===== config.mk =====
export PLATFORM = sky130hd
export DESIGN_NAME = output_accum_quant
export DESIGN_NICKNAME = d
export VERILOG_FILES = /design/src/rtl/output_accum_quant.sv
export SDC_FILE = /design/constraint.sdc
export NUM_CORES = 1
export LEC_CHECK = 0
export ABC_CLOCK_PERIOD_IN_PS = 2450
export BUFFER_PORTS_ARGS = -buffer_cell sky130_fd_sc_hd__buf_2
export CAP_MARGIN = 20
export CORE_ASPECT_RATIO = 0.6
export CORE_MARGIN = 5
export CORE_UTILIZATION = 56
export CTS_CLUSTER_DIAMETER = 30
export CTS_CLUSTER_SIZE = 10
export DETAILED_ROUTE_END_ITERATION = 8
export HOLD_SLACK_MARGIN = 0.02
export PLACE_DENSITY_LB_ADDON = 0.3
export SLEW_MARGIN = 40
export SYNTH_ARGS = -nofsm -noshare
export SYNTH_HDL_FRONTEND = slang
export SYNTH_SLANG_ARGS = --single-unit
export TNS_END_PERCENT = 10

===== constraint.sdc =====
create_clock -name clk -period 2.45 [get_ports clk]
set_input_delay 0.1225 -clock clk [delete_from_list [all_inputs] [get_ports clk]]
set_output_delay 0.1225 -clock clk [all_outputs]
set_load 0.05 [all_outputs]

===== src/rtl/output_accum_quant.sv =====
// output_accum_quant: accumulates PASSES signed beats per lane into one pixel,
// quantises each lane with ReLU, arithmetic right shift and unsigned
// saturation, and queues the {qa,qb} pair in a first-word-fall-through FIFO.
module output_accum_quant #(
    parameter int IN_W       = 16,
    parameter int ACC_W      = 20,
    parameter int OUT_W      = 8,
    parameter int PASSES     = 4,
    parameter int SHIFT      = 4,
    parameter int FIFO_DEPTH = 8
) (
    input  logic                           clk,
    input  logic                           rst,
    input  logic                           en,
    input  logic                           in_valid,
    input  logic [IN_W-1:0]                ina,
    input  logic [IN_W-1:0]                inb,
    output logic                           in_ready,
    input  logic                           out_rd,
    output logic [2*OUT_W-1:0]             out_data,
    output logic                           out_valid,
    output logic                           fifo_full,
    output logic                           drop_flag,
    output logic [$clog2(PASSES+1)-1:0]    pass_cnt,
    output logic [1:0]                     state_o
);

    localparam int CNT_W  = $clog2(PASSES + 1);
    localparam int PTR_W  = $clog2(FIFO_DEPTH);
    localparam int FCNT_W = $clog2(FIFO_DEPTH + 1);
    localparam int EXT_W  = ACC_W - IN_W;

    localparam logic [CNT_W-1:0]  PASS_ONE  = CNT_W'(1);
    localparam logic [CNT_W-1:0]  PASS_LAST = CNT_W'(PASSES - 1);
    localparam logic [FCNT_W-1:0] FIFO_MAX  = FCNT_W'(FIFO_DEPTH);

    typedef enum logic [1:0] {
        ST_IDLE  = 2'd0,
        ST_ACCUM = 2'd1,
        ST_QUANT = 2'd2,
        ST_PUSH  = 2'd3
    } state_t;

    state_t                     state_r;
    logic signed [ACC_W-1:0]    acc_a_r;
    logic signed [ACC_W-1:0]    acc_b_r;
    logic [CNT_W-1:0]           pass_cnt_r;
    logic [OUT_W-1:0]           qa_r;
    logic [OUT_W-1:0]           qb_r;
    logic                       drop_r;

    logic [2*OUT_W-1:0]         mem_r [FIFO_DEPTH];
    logic [PTR_W-1:0]           wr_ptr_r;
    logic [PTR_W-1:0]           rd_ptr_r;
    logic [FCNT_W-1:0]          count_r;

    logic                       accept_s;
    logic                       push_s;
    logic                       pop_s;
    logic                       full_s;
    logic                       empty_s;
    logic signed [ACC_W-1:0]    sext_a_s;
    logic signed [ACC_W-1:0]    sext_b_s;

    // ReLU, arithmetic shift, then clamp to the unsigned output range.
    function automatic logic [OUT_W-1:0] quant_lane(input logic signed [ACC_W-1:0] acc);
        logic signed [ACC_W-1:0] r;
        r = acc >>> SHIFT;
        if (acc[ACC_W-1]) begin
            quant_lane = {OUT_W{1'b0}};
        end else if (|r[ACC_W-1:OUT_W]) begin
            quant_lane = {OUT_W{1'b1}};
        end else begin
            quant_lane = r[OUT_W-1:0];
        end
    endfunction

    assign sext_a_s = {{EXT_W{ina[IN_W-1]}}, ina};
    assign sext_b_s = {{EXT_W{inb[IN_W-1]}}, inb};

    assign full_s   = (count_r == FIFO_MAX);
    assign empty_s  = (count_r == {FCNT_W{1'b0}});
    assign in_ready = (state_r == ST_IDLE) || (state_r == ST_ACCUM);
    assign accept_s = in_valid & in_ready & en;
    // A full FIFO still takes the write when the head is popped the same cycle.
    assign push_s   = (state_r == ST_PUSH) & en & (~full_s | out_rd);
    // A pop of an empty FIFO is ignored even if a write lands that cycle.
    assign pop_s    = out_rd & ~empty_s;

    assign out_valid = ~empty_s;
    assign fifo_full = full_s;
    assign out_data  = empty_s ? {(2*OUT_W){1'b0}} : mem_r[rd_ptr_r];
    assign drop_flag = drop_r;
    assign pass_cnt  = pass_cnt_r;
    assign state_o   = state_r;

    // Accumulate/quantise FSM; everything holds while en is low.
    always_ff @(posedge clk or negedge rst) begin
        if (!rst) begin
            state_r    <= ST_IDLE;
            acc_a_r    <= {ACC_W{1'b0}};
            acc_b_r    <= {ACC_W{1'b0}};
            pass_cnt_r <= {CNT_W{1'b0}};
            qa_r       <= {OUT_W{1'b0}};
            qb_r       <= {OUT_W{1'b0}};
        end else if (en) begin
            case (state_r)
                ST_IDLE: begin
                    if (accept_s) begin
                        acc_a_r    <= sext_a_s;
                        acc_b_r    <= sext_b_s;
                        pass_cnt_r <= PASS_ONE;
                        state_r    <= (PASSES == 1) ? ST_QUANT : ST_ACCUM;
                    end
                end
                ST_ACCUM: begin
                    if (accept_s) begin
                        acc_a_r    <= acc_a_r + sext_a_s;
                        acc_b_r    <= acc_b_r + sext_b_s;
                        pass_cnt_r <= pass_cnt_r + PASS_ONE;
                        if (pass_cnt_r == PASS_LAST) begin
                            state_r <= ST_QUANT;
                        end
                    end
                end
                ST_QUANT: begin
                    qa_r    <= quant_lane(acc_a_r);
                    qb_r    <= quant_lane(acc_b_r);
                    state_r <= ST_PUSH;
                end
                ST_PUSH: begin
                    if (push_s) begin
                        pass_cnt_r <= {CNT_W{1'b0}};
                        state_r    <= ST_IDLE;
                    end
                end
                default: begin
                    state_r <= ST_IDLE;
                end
            endcase
        end
    end

    // Output FIFO storage, pointers and occupancy; independent of en.
    always_ff @(posedge clk or negedge rst) begin
        if (!rst) begin
            for (int i = 0; i < FIFO_DEPTH; i++) begin
                mem_r[i] <= {(2*OUT_W){1'b0}};
            end
            wr_ptr_r <= {PTR_W{1'b0}};
            rd_ptr_r <= {PTR_W{1'b0}};
            count_r  <= {FCNT_W{1'b0}};
        end else begin
            if (push_s) begin
                mem_r[wr_ptr_r] <= {qa_r, qb_r};
                wr_ptr_r        <= wr_ptr_r + PTR_W'(1);
            end
            if (pop_s) begin
                rd_ptr_r <= rd_ptr_r + PTR_W'(1);
            end
            case ({push_s, pop_s})
                2'b10:   count_r <= count_r + FCNT_W'(1);
                2'b01:   count_r <= count_r - FCNT_W'(1);
                default: count_r <= count_r;
            endcase
        end
    end

    // Sticky flag for beats offered while the FSM could not take them.
    always_ff @(posedge clk or negedge rst) begin
        if (!rst) begin
            drop_r <= 1'b0;
        end else if (in_valid & en & ~in_ready) begin
            drop_r <= 1'b1;
        end
    end

endmodule


* Yosys cells after proc, flatten, opt, wreduce, memory -nomap -nowiden
Index checks and enable logic that the tools add are counted.
** Storage, ports and cells
- Bits in registers :: 200
- Input port bits :: 37
- Output and inout port bits :: 25
- Word-level logic and storage cells :: 92
** Cells by class
- Add/subtract/negate cells :: 7
- Magnitude comparators :: 3
- Eq/ne operators :: 11
- Multiplexer cells :: 27
- Bitwise operators :: 13
- Reduce and logical (&&, ||, !) cells :: 13
** Operators by type and width (count)
- 128-bit bitwise mux :: 1
- 20-bit two-way mux :: 4
- 20-bit case mux with 2 select lines :: 2
- 16-bit two-way mux :: 4
- 16-bit binary-select mux with 3-bit select :: 1
- 16-bit demux with 3-bit select :: 1
- 20-bit by 16-bit adder with 20-bit output :: 2
- 8-bit two-way mux :: 4
- 8-bit OR reduction :: 2
- 5-bit AND reduction :: 2
- 3-bit by 1-bit adder with 3-bit output (second input constant) :: 3
- 3-bit two-way mux :: 3
- 3-bit case mux with 3 select lines :: 1
- 4-bit >= comparator (second input constant) :: 2
- 2-bit two-way mux :: 4
- 3-bit inverter with 4-bit output :: 2
- 2-bit case mux with 4 select lines :: 1
- 4-bit case mux with 2 select lines :: 1
- 1-bit AND :: 7
- 2-bit == test (second input constant) :: 3
- 2-bit != test (second input constant) :: 3
- 4-bit by 1-bit adder with 4-bit output (second input constant) :: 1
- 2-bit by 1-bit == test with 1-bit output (second input constant) :: 2
- 4-bit == test (second input constant) :: 1
- other kinds (14) :: 17

* Longest topological paths before layout
- Word-level depth :: 6
- Depth in mapped cells :: 12
- Gate-level depth less buffers :: 11

* Worst setup path after synthesis
OpenSTA, ideal clock, no wires.
- Path kind :: reg2reg
- Start :: register count_r[1]
- End :: register count_r[3]
- Setup time :: 0.125 ns
- Data arrival time :: 3.126 ns
- Required time :: 2.325 ns
- Path slack :: -0.802 ns
- Stages on the path, launching flop included :: 13
- Buffers on the path :: 1
- Clock period less this slack :: 3.252 ns
- Cell sequence :: dfrtp_1 -> nor4b_2 -> nand2b_1 -> and3_1 -> buf_6 -> inv_8 -> ha_1 -> ha_1 -> a21o_2 -> a21oi_1 -> xnor2_1 -> nor2_1 -> xor2_1
** On the way
- Cells in the longest elaborated chain, start to end :: 6
- Elaborated cells on any way between the ends :: 13
- Those cells by class :: 2 x add/sub; 3 x eq/ne; 1 x mux; 5 x bitwise; 2 x reduce/logical
** RTL lines
- start, declared :: line 55 : logic [FCNT_W-1:0] count_r;
- start signal, assigned :: line 152 : count_r <= {FCNT_W{1'b0}};
- start signal, assigned :: line 162 : 2'b10: count_r <= count_r + FCNT_W'(1);
- start signal, assigned :: line 163 : 2'b01: count_r <= count_r - FCNT_W'(1);
- 4-bit == test * :: line 81 : assign full_s = (count_r == FIFO_MAX);
- net fifo_full :: line 22 : output logic fifo_full,
- 1-bit inverter * :: line 86 : assign push_s = (state_r == ST_PUSH) & en & (~full_s | out_rd);
- 1-bit bitwise OR * :: line 86
- 1-bit AND * :: line 86
- 2-bit by 1-bit == test with 1-bit output / 2-bit == test (equally long branches) :: line 161 : case ({push_s, pop_s})
- 4-bit case mux with 2 select lines / 2-bit nonzero test (equally long branches)
The timed path passes the listed nets; every way through them passes the cells marked *.
A chain may end at the register's enable or synchronous reset.

* Final worst setup path
- Start :: register acc_b_r[0]
- End :: register acc_b_r[10]
** On the way
- Cells in the longest elaborated chain, start to end :: 3
** RTL lines
- start, declared :: line 46 : logic signed [ACC_W-1:0] acc_b_r;
- start signal, assigned :: line 102 : acc_b_r <= {ACC_W{1'b0}};
- start signal, assigned :: line 111 : acc_b_r <= sext_b_s;
- start signal, assigned :: line 119 : acc_b_r <= acc_b_r + sext_b_s;
- 20-bit by 16-bit adder with 20-bit output :: line 119
- 20-bit two-way mux :: line 117 : if (accept_s) begin
- 20-bit case mux with 2 select lines :: line 107 : case (state_r)
No other way between the ends. The select of a mux whose other input is x is not followed.

==> impl_metrics.py <==
metrics = {
    "sta": {
        "hold_violations": 0,
        "finalSetupTns_ns": 0,
        "max_slew_margin_pct": 59.3,
        "min_period_ns": 2.43,
        "drv_slew": 0,
        "fin_crit_sh_pct": 99.3,
        "tightest_slew_ns": 0.611,
        "setup_viol": 0,
        "clock-skew-final_ns": 0.00774,
        "rsz0062_at_grt": "true",
        "fmax_ghz": 0.411,
    },
    "synth": {
        "dominantRegCellSynth": "dfrtp_1",
        "yosys.area.top_type": "dfrtp_1",
        "synth_edf_count": 0,
        "ys_top_cells_by_area": "dfrtp_1 (45%), mux2_2 (13%), mux4_2 (6.5%), ha_1 (5.5%), nor2_1 (2.7%)",
        "synth_top_area_share_pct": 45.1,
        "yosysWarnings": 0,
        "syn_nets": 1060,
        "synth-async-reset-ratio_pct": 100,
        "synth.distinct_cells": 66,
        "synth_area_per_cell_um2": 11.4,
        "yosysSeqAreaShare_pct": 45.1,
        "syn_area_um2": 11100,
        "synthCells": 971,
        "synth.ff_latch_count": 200,
    },
    "grt": {
        "grt-ovfl-total": 0,
        "grt_pass1_wl_um": 43800,
        "grt_start_max_net_pins": 69,
        "antenna_found_initial": 0,
        "grt_usage_pct": 24.1,
        "grt_pass1_vias": 7976,
    },
    "run_status": {
        "status": "completed",
    },
    "clocking": {
        "clock_sinks": 200,
        "cts.clk_slew.worst_paths_ns": 0.08,
        "worstSkewPairLatency_ns": 0.44,
        "cts_tree": "built",
        "numCtsBuffers": 17,
        "htreeDepth": 4,
        "cts_buffer_depth": 2,
        "cts_root_buf": "clkbuf_16",
    },
    "critical_path": {
        "r2r_cells": 12,
        "r2r-start": "acc_b_r[0]$_DFFE_PN0P_",
        "reg2reg_setup_slack_ns": 0.02,
        "critPathMaxFanout": 3,
        "endpoint_kind": "flip-flop",
        "path_class": "reg -> reg",
        "arrival_ns": 2.77,
        "cp_data_required_time_ns": 2.78,
        "worstSetupStartpointType": "flip-flop",
        "worst_r2r_endpoint": "acc_b_r[10]$_DFFE_PN0P_",
    },
    "floorplan": {
        "design.die.area_um2": 22800,
        "initial_core_util_pct": 57.7,
        "core-area_um2": 19200,
        "rows": 39,
        "dieHeight_um": 119,
        "die_w_um": 192,
        "pin_count": 62,
    },
    "route": {
        "highest_layer": "met4",
        "drc": 0,
        "vias": 8135,
        "dr.pass1.iters": 5,
        "vias_per_cell": 6.02,
        "ant_nets": 0,
        "drt_wl_total_um": 26700,
        "dr_wl_met2_um": 11700,
        "dr_wl_met3_um": 1810,
        "wire_per_inst_um": 19.8,
        "m1WireLength_um": 13000,
        "dr.first_iter.drc_count": 790,
    },
    "hold_path": {
        "min_path_type": "in -> reg",
        "hold_depth": 3,
        "holdPathEnd": "acc_a_r[7]$_DFFE_PN0P_",
        "holdCritStartpoint": "ina[7]",
    },
    "cells_and_area": {
        "drive_above_1_share_pct": 32.5,
        "final_cells": 1352,
        "final_core_util_pct": 67.4,
        "fin_area_um2": 13000,
        "syn_to_final_growth_pct": 16.8,
        "fillers": 1494,
        "layout_common_cells": "dfrtp_1 (196), mux2_2 (130), nor2_1 (80)",
        "final_common_cell": "dfrtp_1",
        "layout.nets": 1161,
    },
    "place": {
        "portBuffers": 61,
        "dp_hpwl_um": 18200,
        "gp_congestion": 0.917,
        "place_area_um2": 12100,
        "placed_cells": 1298,
    },
    "power_and_ir_drop": {
        "powerDensity_nw_per_um2": 1280,
        "p_leak_nw": 6.14,
        "ir_worst_vdd_mv": 0.669,
    },
    "job": {
        "cap_violations": 0,
    },
}
==> how the worst max path moves through the flow <==
stage	from	endpoint	slack, ns	cells past startpoint
5_1_grt	acc_b_r[4]$_DFFE_PN0P_	acc_b_r[15]$_DFFE_PN0P_	-0.12	9
4_1_cts	acc_a_r[14]$_DFFE_PN0P_	acc_a_r[19]$_DFFE_PN0P_	0.01	8
3_5_place_dp	acc_b_r[0]$_DFFE_PN0P_	acc_b_r[16]$_DFFE_PN0P_	-0.03	11
2_1_floorplan	count_r[2]$_DFFE_PN0P_	count_r[3]$_DFFE_PN0P_	-0.30	12
3_3_place_gp	acc_b_r[0]$_DFFE_PN0P_	acc_b_r[16]$_DFFE_PN0P_	0.08	11
6_report	acc_b_r[0]$_DFFE_PN0P_	acc_b_r[10]$_DFFE_PN0P_	0.02	12
==> critical path: stages, from the launching register on <==
cell	delay, ns
dfrtp_1	0.36
ha_2	0.19
inv_2	0.04
fa_2	0.35
and2b_1	0.22
o211ai_1	0.15
a31o_2	0.32
a31oi_4	0.20
buf_6	0.14
xnor2_2	0.11
nor2_2	0.06
a21oi_2	0.11
o21ai_1	0.08
==> cell usage after synthesis (2+ instances only) <==
library cell	number
dfrtp_1	200
mux2_2	130
nor2_1	81
nand2_1	75
a21oi_1	59
o21ai_0	51
ha_1	49
mux4_2	32
mux2i_1	30
clkbuf_1	27
inv_1	26
xnor2_1	21
o31ai_1	18
nor3_1	12
xor2_1	12
a21o_1	11
a31oi_1	11
nand3_1	10
buf_2	8
nor2b_1	8
and3_1	7
nor4_1	7
buf_1	6
o211ai_1	5
o221ai_1	5
a211oi_1	4
nand2b_1	4
o21bai_1	4
o22ai_1	4
a21boi_0	3
buf_4	3
buf_6	3
fa_1	3
o21a_1	3
a221oi_2	2
a311oi_1	2
and2_1	2
and4_1	2
nand4_1	2
nand4b_2	2
nor4b_4	2
==> layer usage <==
layer  global-route usage [%]  vias to the layer above
li1                         -                     3783
met1                     37.7                     4067
met2                     34.4                      260
met3                     5.94                       25
met4                     4.89                        0
met5                        0                        -
==> power breakdown <==
part           total, mW  switching [mW]  internal [mW]  leakage, nW
logic               8.01            4.39           3.62         3.25
clock network       2.73            1.38           1.35        0.277
registers           5.84            1.28           4.57         2.61
==> sequential cells by signal (all words and copies together) (netlist names), 2 cells and up <==
name      count
state_o       2
mem_r       128
qa_r          8
wr_ptr_r      3
rd_ptr_r      3
count_r       4
pass_cnt      3
acc_b_r      20
qb_r          8
acc_a_r      20
==> metrics by stage <==
step           setup WS, ns  total power, mW  hold slack [ns]
3_5_place_dp        -0.0289             13.5            0.183
4_1_cts              0.0104             16.4           0.0252
5_1_grt              -0.117             17.7           0.0532
2_1_floorplan        -0.296             11.4           -0.173
6_report             0.0160             16.6           0.0378
3_3_place_gp         0.0771             13.3            0.174
==> what timing repair did <==
action,in CTS,in global routing
buffers inserted,0,3
pin swaps,1,11
hold buffers,18,0
gates resized for setup,3,31
setup endpoints to repair,4,29
endpoints found under the hold margin,80,0
==> cells by family after synthesis <==
kind of cell / count (synthesis) / synth area share (%)
AOI/OAI and AO/OA: 196 / 11.0
xor gates and xnor gates: 33 / 2.60
adders and majority gates: 52 / 6.06
buffers and inverters: 74 / 2.96
DFF: 200 / 45.1
muxes: 192 / 22.4
and+or+nand+nor: 224 / 9.87
==> area by class of cell <==
type | count | area (um2) | area share [%]
Clock buffer | 18 | 429 | 3.31
Sequential cell | 200 | 5010 | 38.7
Inverter | 27 | 109 | 0.840
Antenna cell | 1 | 2.50 | 0.0193
Tap cell | 266 | 333 | 2.57
Multi-Input combinational cell | 697 | 5930 | 45.7
Timing Repair Buffer | 129 | 1010 | 7.80
Clock inverter | 14 | 140 | 1.08
(Power assumes the default switching activity.)
